$ cat src/rtl/dictionary_rank_pkg.sv
// Shared types and constants for the permutation-to-rank converter.
// The multiplier table drives the Horner-style rank accumulation.
package dictionary_rank_pkg;

  localparam int N      = 8;
  localparam int ELEM_W = 3;
  localparam int RANK_W = 16;

  localparam logic [ELEM_W-1:0] LAST_IDX = ELEM_W'(N - 2);

  typedef enum logic [1:0] {
    state_idle,
    state_calc,
    state_done
  } state_t;

  typedef logic [N-1:0][ELEM_W-1:0] perm_t;

  // Radix for position i is (N - i): 8,7,6,5,4,3,2 over the visited positions.
  function automatic logic [RANK_W-1:0] multFor(input logic [ELEM_W-1:0] idx);
    logic [RANK_W-1:0] m;
    case (idx)
      3'd0:    m = 16'd8;
      3'd1:    m = 16'd7;
      3'd2:    m = 16'd6;
      3'd3:    m = 16'd5;
      3'd4:    m = 16'd4;
      3'd5:    m = 16'd3;
      3'd6:    m = 16'd2;
      default: m = 16'd1;
    endcase
    return m;
  endfunction

endpackage

$ cat src/rtl/dictionary_rank_if.sv
// Request/result bundle for dictionary_rank: start plus elements A..H in,
// rank/error/busy/finish out.
interface dictionary_rank_if;
  import dictionary_rank_pkg::*;

  logic              start;
  logic [ELEM_W-1:0] A;
  logic [ELEM_W-1:0] B;
  logic [ELEM_W-1:0] C;
  logic [ELEM_W-1:0] D;
  logic [ELEM_W-1:0] E;
  logic [ELEM_W-1:0] F;
  logic [ELEM_W-1:0] G;
  logic [ELEM_W-1:0] H;
  logic [RANK_W-1:0] rank;
  logic              error;
  logic              busy;
  logic              finish;

  modport master (
    output start, A, B, C, D, E, F, G, H,
    input  rank, error, busy, finish
  );

  modport slave (
    input  start, A, B, C, D, E, F, G, H,
    output rank, error, busy, finish
  );

endinterface

$ cat src/rtl/dictionary_rank_smaller_count.sv
// Combinational: counts entries at positions after i whose value is below perm[i].
// Result is at most 7, so a 3-bit count never wraps.
module dictionary_rank_smaller_count
  import dictionary_rank_pkg::*;
(
  input  perm_t             i_perm,
  input  logic [ELEM_W-1:0] i_idx,
  output logic [ELEM_W-1:0] o_count
);

  logic [ELEM_W-1:0] w_pivot;
  logic [ELEM_W-1:0] w_acc;

  always_comb begin
    w_pivot = i_perm[i_idx];
    w_acc   = '0;
    for (int j = 0; j < N; j++) begin
      if ((j > int'(i_idx)) && (i_perm[3'(j)] < w_pivot)) begin
        w_acc = w_acc + 3'd1;
      end
    end
  end

  assign o_count = w_acc;

endmodule

$ cat src/rtl/dictionary_rank.sv
// Lexicographic rank of an 8-element permutation, one position per clock.
// Duplicates are flagged immediately via an occupancy vector on the inputs.
module dictionary_rank
  import dictionary_rank_pkg::*;
(
  input logic               clk,
  input logic               reset,
  dictionary_rank_if.slave  bus
);

  state_t            r_state;
  state_t            w_stateNext;
  perm_t             r_perm;
  perm_t             w_permNext;
  logic [RANK_W-1:0] r_rank;
  logic [RANK_W-1:0] w_rankNext;
  logic              r_error;
  logic              w_errorNext;
  logic [ELEM_W-1:0] r_idx;
  logic [ELEM_W-1:0] w_idxNext;

  perm_t             w_inPerm;
  logic [N-1:0]      w_occ;
  logic              w_valid;
  logic [ELEM_W-1:0] w_count;
  logic [RANK_W-1:0] w_stepRank;

  assign w_inPerm[0] = bus.A;
  assign w_inPerm[1] = bus.B;
  assign w_inPerm[2] = bus.C;
  assign w_inPerm[3] = bus.D;
  assign w_inPerm[4] = bus.E;
  assign w_inPerm[5] = bus.F;
  assign w_inPerm[6] = bus.G;
  assign w_inPerm[7] = bus.H;

  // Eight values covering all eight slots implies no value repeats.
  always_comb begin
    w_occ = '0;
    for (int k = 0; k < N; k++) begin
      w_occ[w_inPerm[3'(k)]] = 1'b1;
    end
  end

  assign w_valid = &w_occ;

  dictionary_rank_smaller_count u_smallerCount (
    .i_perm  (r_perm),
    .i_idx   (r_idx),
    .o_count (w_count)
  );

  assign w_stepRank = (r_rank * multFor(r_idx)) + RANK_W'(w_count);

  always_ff @(posedge clk) begin
    if (reset) begin
      r_state <= state_idle;
      r_perm  <= '0;
      r_rank  <= '0;
      r_error <= 1'b0;
      r_idx   <= '0;
    end else begin
      r_state <= w_stateNext;
      r_perm  <= w_permNext;
      r_rank  <= w_rankNext;
      r_error <= w_errorNext;
      r_idx   <= w_idxNext;
    end
  end

  always_comb begin
    w_stateNext = r_state;
    w_permNext  = r_perm;
    w_rankNext  = r_rank;
    w_errorNext = r_error;
    w_idxNext   = r_idx;

    case (r_state)
      state_idle, state_done: begin
        if (bus.start) begin
          w_permNext = w_inPerm;
          w_rankNext = '0;
          w_idxNext  = '0;
          if (w_valid) begin
            w_stateNext = state_calc;
            w_errorNext = 1'b0;
          end else begin
            w_stateNext = state_done;
            w_errorNext = 1'b1;
          end
        end
      end
      state_calc: begin
        w_rankNext = w_stepRank;
        if (r_idx == LAST_IDX) begin
          w_stateNext = state_done;
        end else begin
          w_idxNext = r_idx + 3'd1;
        end
      end
      default: begin
        w_stateNext = state_idle;
      end
    endcase
  end

  assign bus.rank   = r_rank;
  assign bus.error  = r_error;
  assign bus.busy   = (r_state == state_calc);
  assign bus.finish = (r_state == state_done);

endmodule

$ cat src/flat_wrapper.sv
// flat-port wrapper written by rule: the top's interface ports become plain ports
module dictionary_rank_flat import dictionary_rank_pkg::*;
  (clk, reset, bus_start, bus_A, bus_B, bus_C, bus_D, bus_E, bus_F, bus_G, bus_H, bus_rank, bus_error, bus_busy, bus_finish);
  dictionary_rank_if bus_i ();
  input logic clk;
  input logic reset;
  input wire logic [$bits(bus_i.start)-1:0] bus_start;
  input wire logic [$bits(bus_i.A)-1:0] bus_A;
  input wire logic [$bits(bus_i.B)-1:0] bus_B;
  input wire logic [$bits(bus_i.C)-1:0] bus_C;
  input wire logic [$bits(bus_i.D)-1:0] bus_D;
  input wire logic [$bits(bus_i.E)-1:0] bus_E;
  input wire logic [$bits(bus_i.F)-1:0] bus_F;
  input wire logic [$bits(bus_i.G)-1:0] bus_G;
  input wire logic [$bits(bus_i.H)-1:0] bus_H;
  output wire logic [$bits(bus_i.rank)-1:0] bus_rank;
  output wire logic [$bits(bus_i.error)-1:0] bus_error;
  output wire logic [$bits(bus_i.busy)-1:0] bus_busy;
  output wire logic [$bits(bus_i.finish)-1:0] bus_finish;
  assign bus_i.start = bus_start;
  assign bus_i.A = bus_A;
  assign bus_i.B = bus_B;
  assign bus_i.C = bus_C;
  assign bus_i.D = bus_D;
  assign bus_i.E = bus_E;
  assign bus_i.F = bus_F;
  assign bus_i.G = bus_G;
  assign bus_i.H = bus_H;
  assign bus_rank = bus_i.rank;
  assign bus_error = bus_i.error;
  assign bus_busy = bus_i.busy;
  assign bus_finish = bus_i.finish;
  dictionary_rank u_core (.clk(clk), .reset(reset), .bus(bus_i));
endmodule
$ cat config.mk
export PLATFORM = sky130hd
export DESIGN_NAME = dictionary_rank_flat
export DESIGN_NICKNAME = d
export VERILOG_FILES = /design/src/rtl/dictionary_rank_pkg.sv /design/src/rtl/dictionary_rank_if.sv /design/src/rtl/dictionary_rank_smaller_count.sv /design/src/rtl/dictionary_rank.sv /design/src/flat_wrapper.sv
export SDC_FILE = /design/constraint.sdc
export NUM_CORES = 1
export LEC_CHECK = 0
export CAP_MARGIN = 20
export CORE_UTILIZATION = 45
export CTS_BUF_LIST = sky130_fd_sc_hd__clkbuf_8
export CTS_CLUSTER_SIZE = 14
export DETAILED_ROUTE_END_ITERATION = 6
export DONT_BUFFER_PORTS = 1
export GPL_TIMING_DRIVEN = 0
export SYNTH_ARGS = -nofsm -noshare
export SYNTH_HDL_FRONTEND = slang
export SYNTH_SLANG_ARGS = --single-unit
export TNS_END_PERCENT = 100
$ cat constraint.sdc
create_clock -name clk -period 6.9 [get_ports clk]
set_clock_uncertainty 0.2 [all_clocks]
set_input_delay 0.345 -clock clk [delete_from_list [all_inputs] [get_ports clk]]
set_output_delay 0.345 -clock clk [all_outputs]
set_load 0.02 [all_outputs]
# After elaboration in Yosys (flattened, before gate mapping)
# Cells that the tools add are included.
dict set report classes {
  addsub 4
  multipliers 1
  n_div 0
  order_cmp 15
  eq_ne 11
  shifts 0
  n_mux 24
  bitwise 3
  reduce_logical 16
}
# operator count
set ops {}
lappend ops {{$pmux 16 s2} 1}
lappend ops {{$pmux 4 s7} 1}
lappend ops {{$or 8x8->8} 3}
lappend ops {{$lt 3x4->1 const B} 5}
lappend ops {{$add 16x3->16} 1}
lappend ops {{$mul 16x4->16} 1}
lappend ops {{$mux 16} 1}
lappend ops {{$mux 3} 5}
lappend ops {{$demux 1 s3} 4}
lappend ops {{$ge 3x1->1 const B} 4}
lappend ops {{$add 3x1->3 const B} 3}
lappend ops {{$bmux 3 s3} 1}
lappend ops {{$eq 3x3->1 const B} 3}
lappend ops {{$lt 3x3->1} 3}
lappend ops {{$logic_and 1x1->1} 7}
lappend ops {{$reduce_and 7->1} 1}
lappend ops {{$eq 3x2->1 const B} 2}
lappend ops {{$gt 2x3->1 const A} 2}
lappend ops {{$mux 1} 6}
lappend ops {{$mux 2} 3}
lappend ops {{$pmux 3 s2} 1}
lappend ops {{$reduce_and 2->1} 3}
lappend ops {{$ne 2x2->1 const B} 2}
lappend ops {{$pmux 2 s2} 1}
lappend ops {{other kinds (10)} 10}
dict set report totals {
  register_bits 46
  latchBits 0
  mem_bits_rw 0
  mem_bits_ro 0
  in_bits 27
  output_inout_bits 19
  memories 0
}

# Logic depth before layout (Yosys ltp)
# Gate-level depths: netlist of run 1.
dict set report logic_depth {
  depth_word 11
  depth_mapped 21
  ltp_nobuf 20
}

# By module
# Synthesis of run 1 repeated with hierarchy kept, for this count alone.
dict set report unflattened {
  cells_unflattened 453
  hier_area_um2 4015.1
}
# module instances cells_each area_each_um2 seq_area_each_um2
set modules_own_cells {}
lappend modules_own_cells {dictionary_rank 1 405 3524.6 920.9}
lappend modules_own_cells {dictionary_rank_smaller_count 1 48 490.5 0.0}

# Worst setup path before layout of run 1
# No wires, ideal clock.
dict set report synth_timing {
  path_type {reg-to-reg}
  from {register u_core.r_idx[0]}
  to {register u_core.r_rank[7] (netlist: u_core.bus.rank[7])}
  arrival_time_ps 4404
  path_slack_ps 2168
  path_stages_with_launch 18
  period_less_slack_ps 4732
  cell_sequence {dfxtp_1 > buf_6 > inv_2 > ha_1 > o31ai_1 > clkbuf_1 > nand2b_1 > fa_1 > fa_1 > inv_1 > ha_1 > ha_1 > nor2b_1 > o31ai_2 > a21boi_0 > or3_1 > a32oi_1 > nor2_1}
}
dict set report synth_between {
  elab_chain_len 11
  elab_cells_between_ends 27
  cone_classes {add/sub: 3; mul: 1; order compare: 6; eq/ne: 6; mux: 7; reduce/logical: 4}
}
# element line_no
set synth_lines {}
lappend synth_lines {{start, declared} dictionary_rank.sv:19} ;# logic [ELEM_W-1:0] r_idx;
lappend synth_lines {{start signal, assigned} dictionary_rank.sv:67} ;# r_idx <= w_idxNext;
lappend synth_lines {{branches (longest 9 deep; another with $mul 16x4->16)} n/a}
lappend synth_lines {{$add 16x3->16 *} dictionary_rank.sv:53} ;# assign w_stepRank = (r_rank * multFor(r_idx)) + RANK_W'(w_count);
lappend synth_lines {{$pmux 16 s2 *} dictionary_rank.sv:78} ;# case (r_state)
lappend synth_lines {{end signal, assigned} dictionary_rank.sv:65} ;# r_rank <= w_rankNext;
lappend synth_lines {{end, declared} dictionary_rank.sv:15} ;# logic [RANK_W-1:0] r_rank;
# Mark *: on every way between the ends. The select of a mux whose other input is x is not followed.
# A chain may end at the register's enable or synchronous reset.

# Worst setup path after layout of run 1
# Ends and elaborated chain as after synthesis.

==> metrics.cfg, run 1 <==
[finish]
n_antenna_cell=0
drive_above_1_share_pct=5.43
multi_input_area_mm2=0.00286
nFillCells=793
area_delta_synth_final_pct=11.7
fin_util_pct=53.1
regArea_um2=921
layout.nets=574

[pwr]
vdd_drop_max_mv=0.117
power_uw=524
powerDensity_mw_per_mm2=118
leakage_uw=0.00200

[clock_network]
cts_buffers=5
cts_buffer_depth=2
clk_pin_slew_ns=0.10
post_cts_buffers=0
cts_tree=done
clk_latency_ns=0.31
cts-root-buf=clkbuf_8
clock-sinks=46
htreeDepth=2

[setup_path]
cp-start-kind=flip-flop
arrival_ns=5.61
worstPathCellList=buf_6 > inv_2 > ha_1 > o31ai_1 > clkbuf_1 > nand2b_1 > fa_1 > fa_1 > inv_1 > ha_1 > ha_1 > nor2b_1 > o31ai_2 > a21boi_0 > or3_1 > a32oi_1 > nor2_1
crit_path_end_kind=flip-flop
crit_top_cell=ha_1
cp_max_fo=10
path_class=reg -> reg
crit_slowest_cell=o31ai_1
worst_path_dominant_cell_family=adder cells
crit_buf_inv=4
cpPeakStageDelay_ns=0.60
cp.required_ns=6.88
ff2ff_setup_slack_ns=1.27

[outcome]
status=finished, final reports clean

[placed_design]
portBuffers=0
place_congestion=0.843
dp_hpwl_um=7260
dp_slack_ns=1.33

[sta]
grt_setup_unrepaired=false
maxSlewHeadroom_pct=43.9
slew_violations=0
min_period_over_period_pct=81.6
finalWorstSetupSlack_ns=1.27
post-route-min-period_ns=5.63
setup-tns-final_ns=0
fmax_mhz=178
setup_violations=0
finalHoldViolCount=0
worst_pin_slew_ns=0.842

[grt]
grt_max_degree=15
grt_pass1_wl_um=15500
grt.overflow.total=0
grt_antenna_before_repair=0
grt_pass1_vias=3262
groute.usage.overall_pct=22.2

[routing]
vias=3195
wl_um=9470
viasPerCell=5.47
ant_nets=0
drt_iter0_drc=118
wire_per_inst_um=16.2
drc=0
first_pass_iters=4

[floorplanning]
row_count=33
initial_core_util_pct=47.6
die-width_um=96.1
ios=46
core-area_mm2=0.00838
die_y_um=96.1
die-area_mm2=0.00924

[flow_run]
maxCapViolations=0

[synthesis]
synth.distinct_cells=60
synth-edff-count=0
synth.net_count=543
ys_seq_area_share_pct=23.1
ys_seq_elements=46
async_flop_share_pct=0
syn_inst=447
synth.area.top_cells=dfxtp_1 (23%), ha_1 (14%), fa_1 (13%)
synth_top_cell_by_area=dfxtp_1
synthFlopType=dfxtp_1
synthTopCellsByCount=nand2_1 (67), dfxtp_1 (46), ha_1 (44), a21oi_1 (36), and2_1 (36)
syn-cell-area_mm2=0.00399
yosysMostFrequentCell=nand2_1
synth_area_per_cell_um2=8.92
ys.warnings.count=0
synth_top_area_share_pct=23.1

[min_path]
min-delay-path-class=in -> reg

## state kept, by name (all words and copies together) (netlist names)
name / flops
u_core.bus.error: 1
u_core.bus.rank: 16
u_core.r_idx: 3
u_core.r_perm: 24
u_core.r_state: 2
## worst paths after layout
kind	startpoint	end	depth (start not counted)
worst max-delay path	u_core.r_idx[0]	u_core.bus.rank[7]	17
worst min-delay path	bus_start	u_core.r_state[1]	3
worst max register to register	u_core.r_idx[0]	u_core.bus.rank[7]	17
worst min register to register	u_core.r_perm[0]	u_core.r_perm[0]	2
## logic make-up after synthesis
group | count (synthesis) | share of synthesized area (%)
simple gates | 174 | 21.9
compound gates | 91 | 15.6
fa+ha+maj | 69 | 26.4
flops | 46 | 23.1
buf+inv | 45 | 5.15
xor+xnor | 13 | 3.20
mux | 9 | 4.71
## per-layer routing
layer | routed length (um) | vias up | global-route usage, %
met1 | 4420 | 1525 | 28.5
met2 | 4550 | 63 | 38.5
met5 | 0 | - | 0
li1 | - | 1599 | -
met4 | 80 | 0 | 5.60
met3 | 409 | 8 | 3.63
## report_power, final
group	internal (uW)	switching [uW]
Sequential	274	5.58
Clock	80.8	99.8
Combinational	30.4	33.1
Total	385	138
## final cells by class
cell class | count | share of cell area (%)
Clock inverter | 2 | 0.281
Tap cell | 105 | 2.95
Clock buffer | 6 | 1.85
Inverter | 24 | 2.02
Multi-Input combinational cell | 356 | 64.2
Timing Repair Buffer | 24 | 5.39
Sequential cell | 46 | 20.7
Buffer | 21 | 2.58
## placed cells by master (no fill, tap or decap), types with 8 or more instances in the layout
| master | count |
|---|---|
| fa_1 | 25 |
| dlygate4sd3_1 | 24 |
| nand2_1 | 67 |
| nor2b_1 | 15 |
| and2_1 | 36 |
| ha_1 | 44 |
| clkbuf_1 | 15 |
| nor2_1 | 20 |
| dfxtp_1 | 46 |
| a21oi_1 | 36 |
| o21ai_0 | 8 |
| inv_1 | 22 |
## worst register-to-register path, cell delays in order, from the launching register on
cell      delay, ns
dfxtp_1        0.47
buf_6          0.22
inv_2          0.09
ha_1           0.31
o31ai_1        0.60
clkbuf_1       0.47
nand2b_1       0.21
fa_1           0.45
fa_1           0.55
inv_1          0.05
ha_1           0.29
ha_1           0.33
nor2b_1        0.16
o31ai_2        0.35
a21boi_0       0.17
or3_1          0.33
a32oi_1        0.21
nor2_1         0.05
## per-stage QoR
step | hold slack [ns] | cell area [um^2] | cells
global placement | 0.240 | 4120 | 552
global route | 0.138 | 4450 | 584
finish | 0.118 | 4450 | 584
floorplan | 0.232 | 3990 | 447
CTS | 0.112 | 4450 | 584
detailed placement | 0.245 | 4120 | 552
## timing repair
| item | 4_1_cts | 5_1_grt |
|---|---|---|
| endpoints found under the hold margin | 24 | 0 |
| hold buffers | 24 | 0 |
| gates resized for setup | 0 | 0 |
Note: power is estimated with default switching activity, not from simulation.
==> run 2, diff against run 1 <==
==> constraint.sdc (replaced) <==
create_clock -name clk -period 4.5 [get_ports clk]
set_clock_uncertainty 0.2 [all_clocks]
set_input_delay 0.225 -clock clk [delete_from_list [all_inputs] [get_ports clk]]
set_output_delay 0.225 -clock clk [all_outputs]
set_load 0.02 [all_outputs]
==> metrics.cfg, run 2 (synthesized netlist as in run 1, its figures left out) <==
[outcome]
status=finished, violations left
violations=setup timing

[setup_path]
r2r_cells=17  ; unchanged
r2r_start=u_core.r_idx[0]
rr_endpoint=u_core.bus.rank[13]
cp_max_fo=8  ; -2
cp-start-kind=flip-flop
path_class=reg -> reg
cp.required_ns=4.55  ; -2.33 ns
ff2ff_setup_slack_ns=-0.14  ; -1.41 ns
arrival_ns=4.69  ; -0.92 ns
crit_path_end_kind=flip-flop

[sta]
min_period_over_period_pct=103  ; +21 points
slew_violations=0  ; unchanged
grt_setup_unrepaired=true
fmax_mhz=216  ; +21%
setup_violations=5  ; +5
finalHoldViolCount=0  ; unchanged
setup-tns-final_ns=-0.353  ; -0.353 ns
post-route-min-period_ns=4.64  ; -0.992 ns
finalWorstSetupSlack_ns=-0.140  ; -1.41 ns
worst_pin_slew_ns=0.813  ; -0.0292 ns
maxSlewHeadroom_pct=45.8  ; +1.9 points

[clock_network]
clk_latency_ns=0.31  ; about the same
cts_buffer_depth=2  ; unchanged
cts_buffers=5  ; unchanged
cts-root-buf=clkbuf_8
clock-sinks=46  ; unchanged
clk_pin_slew_ns=0.10  ; about the same
htreeDepth=2  ; unchanged
cts_tree=done

[floorplanning]
ios=46  ; unchanged
die-width_um=96.1  ; unchanged
initial_core_util_pct=47.6  ; unchanged
die_y_um=96.1  ; unchanged
row_count=33  ; unchanged
die-area_mm2=0.00924  ; unchanged
core-area_mm2=0.00838  ; unchanged

[grt]
grt_max_degree=16  ; +1
grt.overflow.total=0  ; unchanged
groute.usage.overall_pct=22.3  ; +0.15 points
grt_pass1_wl_um=15500  ; -0.35%
grt_pass1_vias=3157  ; -3.2%
grt_antenna_before_repair=0  ; unchanged

[routing]
vias=3304  ; +3.4%
wire_per_inst_um=16.5  ; +1.6%
first_pass_iters=4  ; unchanged
viasPerCell=5.54  ; +1.3%
ant_nets=0  ; unchanged
drc=0  ; unchanged
drt_iter0_drc=135  ; +14%
wl_um=9820  ; +3.7%

[min_path]
min_from=reset
hold_end=u_core.r_idx[2]
min_path_cells=2  ; -1
min-delay-path-class=in -> reg

[finish]
final_cell_mix=nand2_1 (67), dfxtp_1 (44), and2_1 (36)
n_antenna_cell=0  ; unchanged
layout.nets=586  ; +2.1%
area_delta_synth_final_pct=21.7
drive_above_1_share_pct=15.7  ; +10 points
regMostFlops=u_core.r_perm
fin_area_mm2=0.00485  ; +8.9%
fin_util_pct=57.9  ; +4.7 points
largest_register_ffs=24  ; unchanged
final_common_cell=nand2_1

[placed_design]
placed_area_mm2=0.00416  ; +1.1%
dp_slack_ns=-0.584  ; -1.91 ns
place_congestion=0.813  ; -3.6%
dp_hpwl_um=7180  ; -1.1%
portBuffers=0  ; unchanged

[pwr]
powerDensity_mw_per_mm2=167  ; +42%
power_uw=810  ; +55%
leakage_uw=0.00208  ; +3.8%
vdd_drop_max_mv=0.147  ; +26%

[flow_run]
maxCapViolations=0  ; unchanged

==> run 2: cell types whose count changed in the layout (fill, tap and decap cells not counted), moves of 3 or more <==
cell / before / now
ha_4: 0 / 11
a21oi_2: 0 / 3
clkbuf_1: 15 / 12
ha_1: 44 / 30
buf_4: 1 / 12
ha_2: 0 / 3
a21oi_1: 36 / 33
==> run 2: worst max path at each step <==
stage,cells past startpoint,startpoint,end,slack (ns)
after global placement,18,u_core.r_idx[0],u_core.bus.rank[13],-0.53
final,17,u_core.r_idx[0],u_core.bus.rank[13],-0.14
after detailed placement,18,u_core.r_idx[0],u_core.bus.rank[13],-0.58
after CTS,19,u_core.r_idx[0],u_core.bus.rank[13],-0.14
after global routing,17,u_core.r_idx[0],u_core.bus.rank[13],-0.30
after floorplan,19,u_core.r_idx[0],u_core.bus.rank[13],-0.01
==> run 2: cell type report <==
class,count,area (um^2)
inverter,24,92.6
fill,760,3530
tap,105,131
clock inverter,3,21.3
clock buffer,5,68.8
timing repair buffer,36,333
buffer,21,151
multi-input combinational,356,3120
sequential,46,928
==> run 2: power breakdown <==
group          switching (uW)  internal [uW]
logic                    57.3           57.8
registers                8.52            419
clock network             158            110
total                     224            586
==> run 2: timing repair <==
item | 4_1_cts | 5_1_grt
endpoints found under the setup margin | 11 | 9
hold buffers | 25 | 0
pin swaps | 16 | 6
resized for setup | 40 | 10
hold endpoints to repair | 25 | 0
setup buffers | 11 | 0
==> run 2: metrics by stage <==
stage               hold WS [ns]  cells
floorplan                  0.161    447
global placement           0.164    552
detailed placement         0.168    552
CTS                        0.147    596
global route               0.182    596
finish                     0.163    596
==> run 2: worst max-delay path, stage by stage (launching register included) <==
cell and delay [ns]:
dfxtp_4 0.37, buf_12 0.13, mux4_1 0.59, mux2i_2 0.21
ha_1 0.27, a2111o_1 0.47, ha_4 0.27, xnor2_2 0.16
ha_2 0.22, ha_4 0.14, inv_2 0.03, fa_2 0.36
nor2b_4 0.15, o31ai_4 0.11, a2111o_1 0.44, nor3b_2 0.18
o31a_1 0.23, nor2_1 0.07
==> run 2: per-layer routing <==
metal  vias to the layer above  global-route usage [%]  share of wire [%]
li1                       1625                       -                  -
met1                      1612                    28.6                 47
met2                        60                    39.7                 49
met3                         7                    3.24                3.7
met4                         0                    4.48               0.72
met5                         -                       0                  0
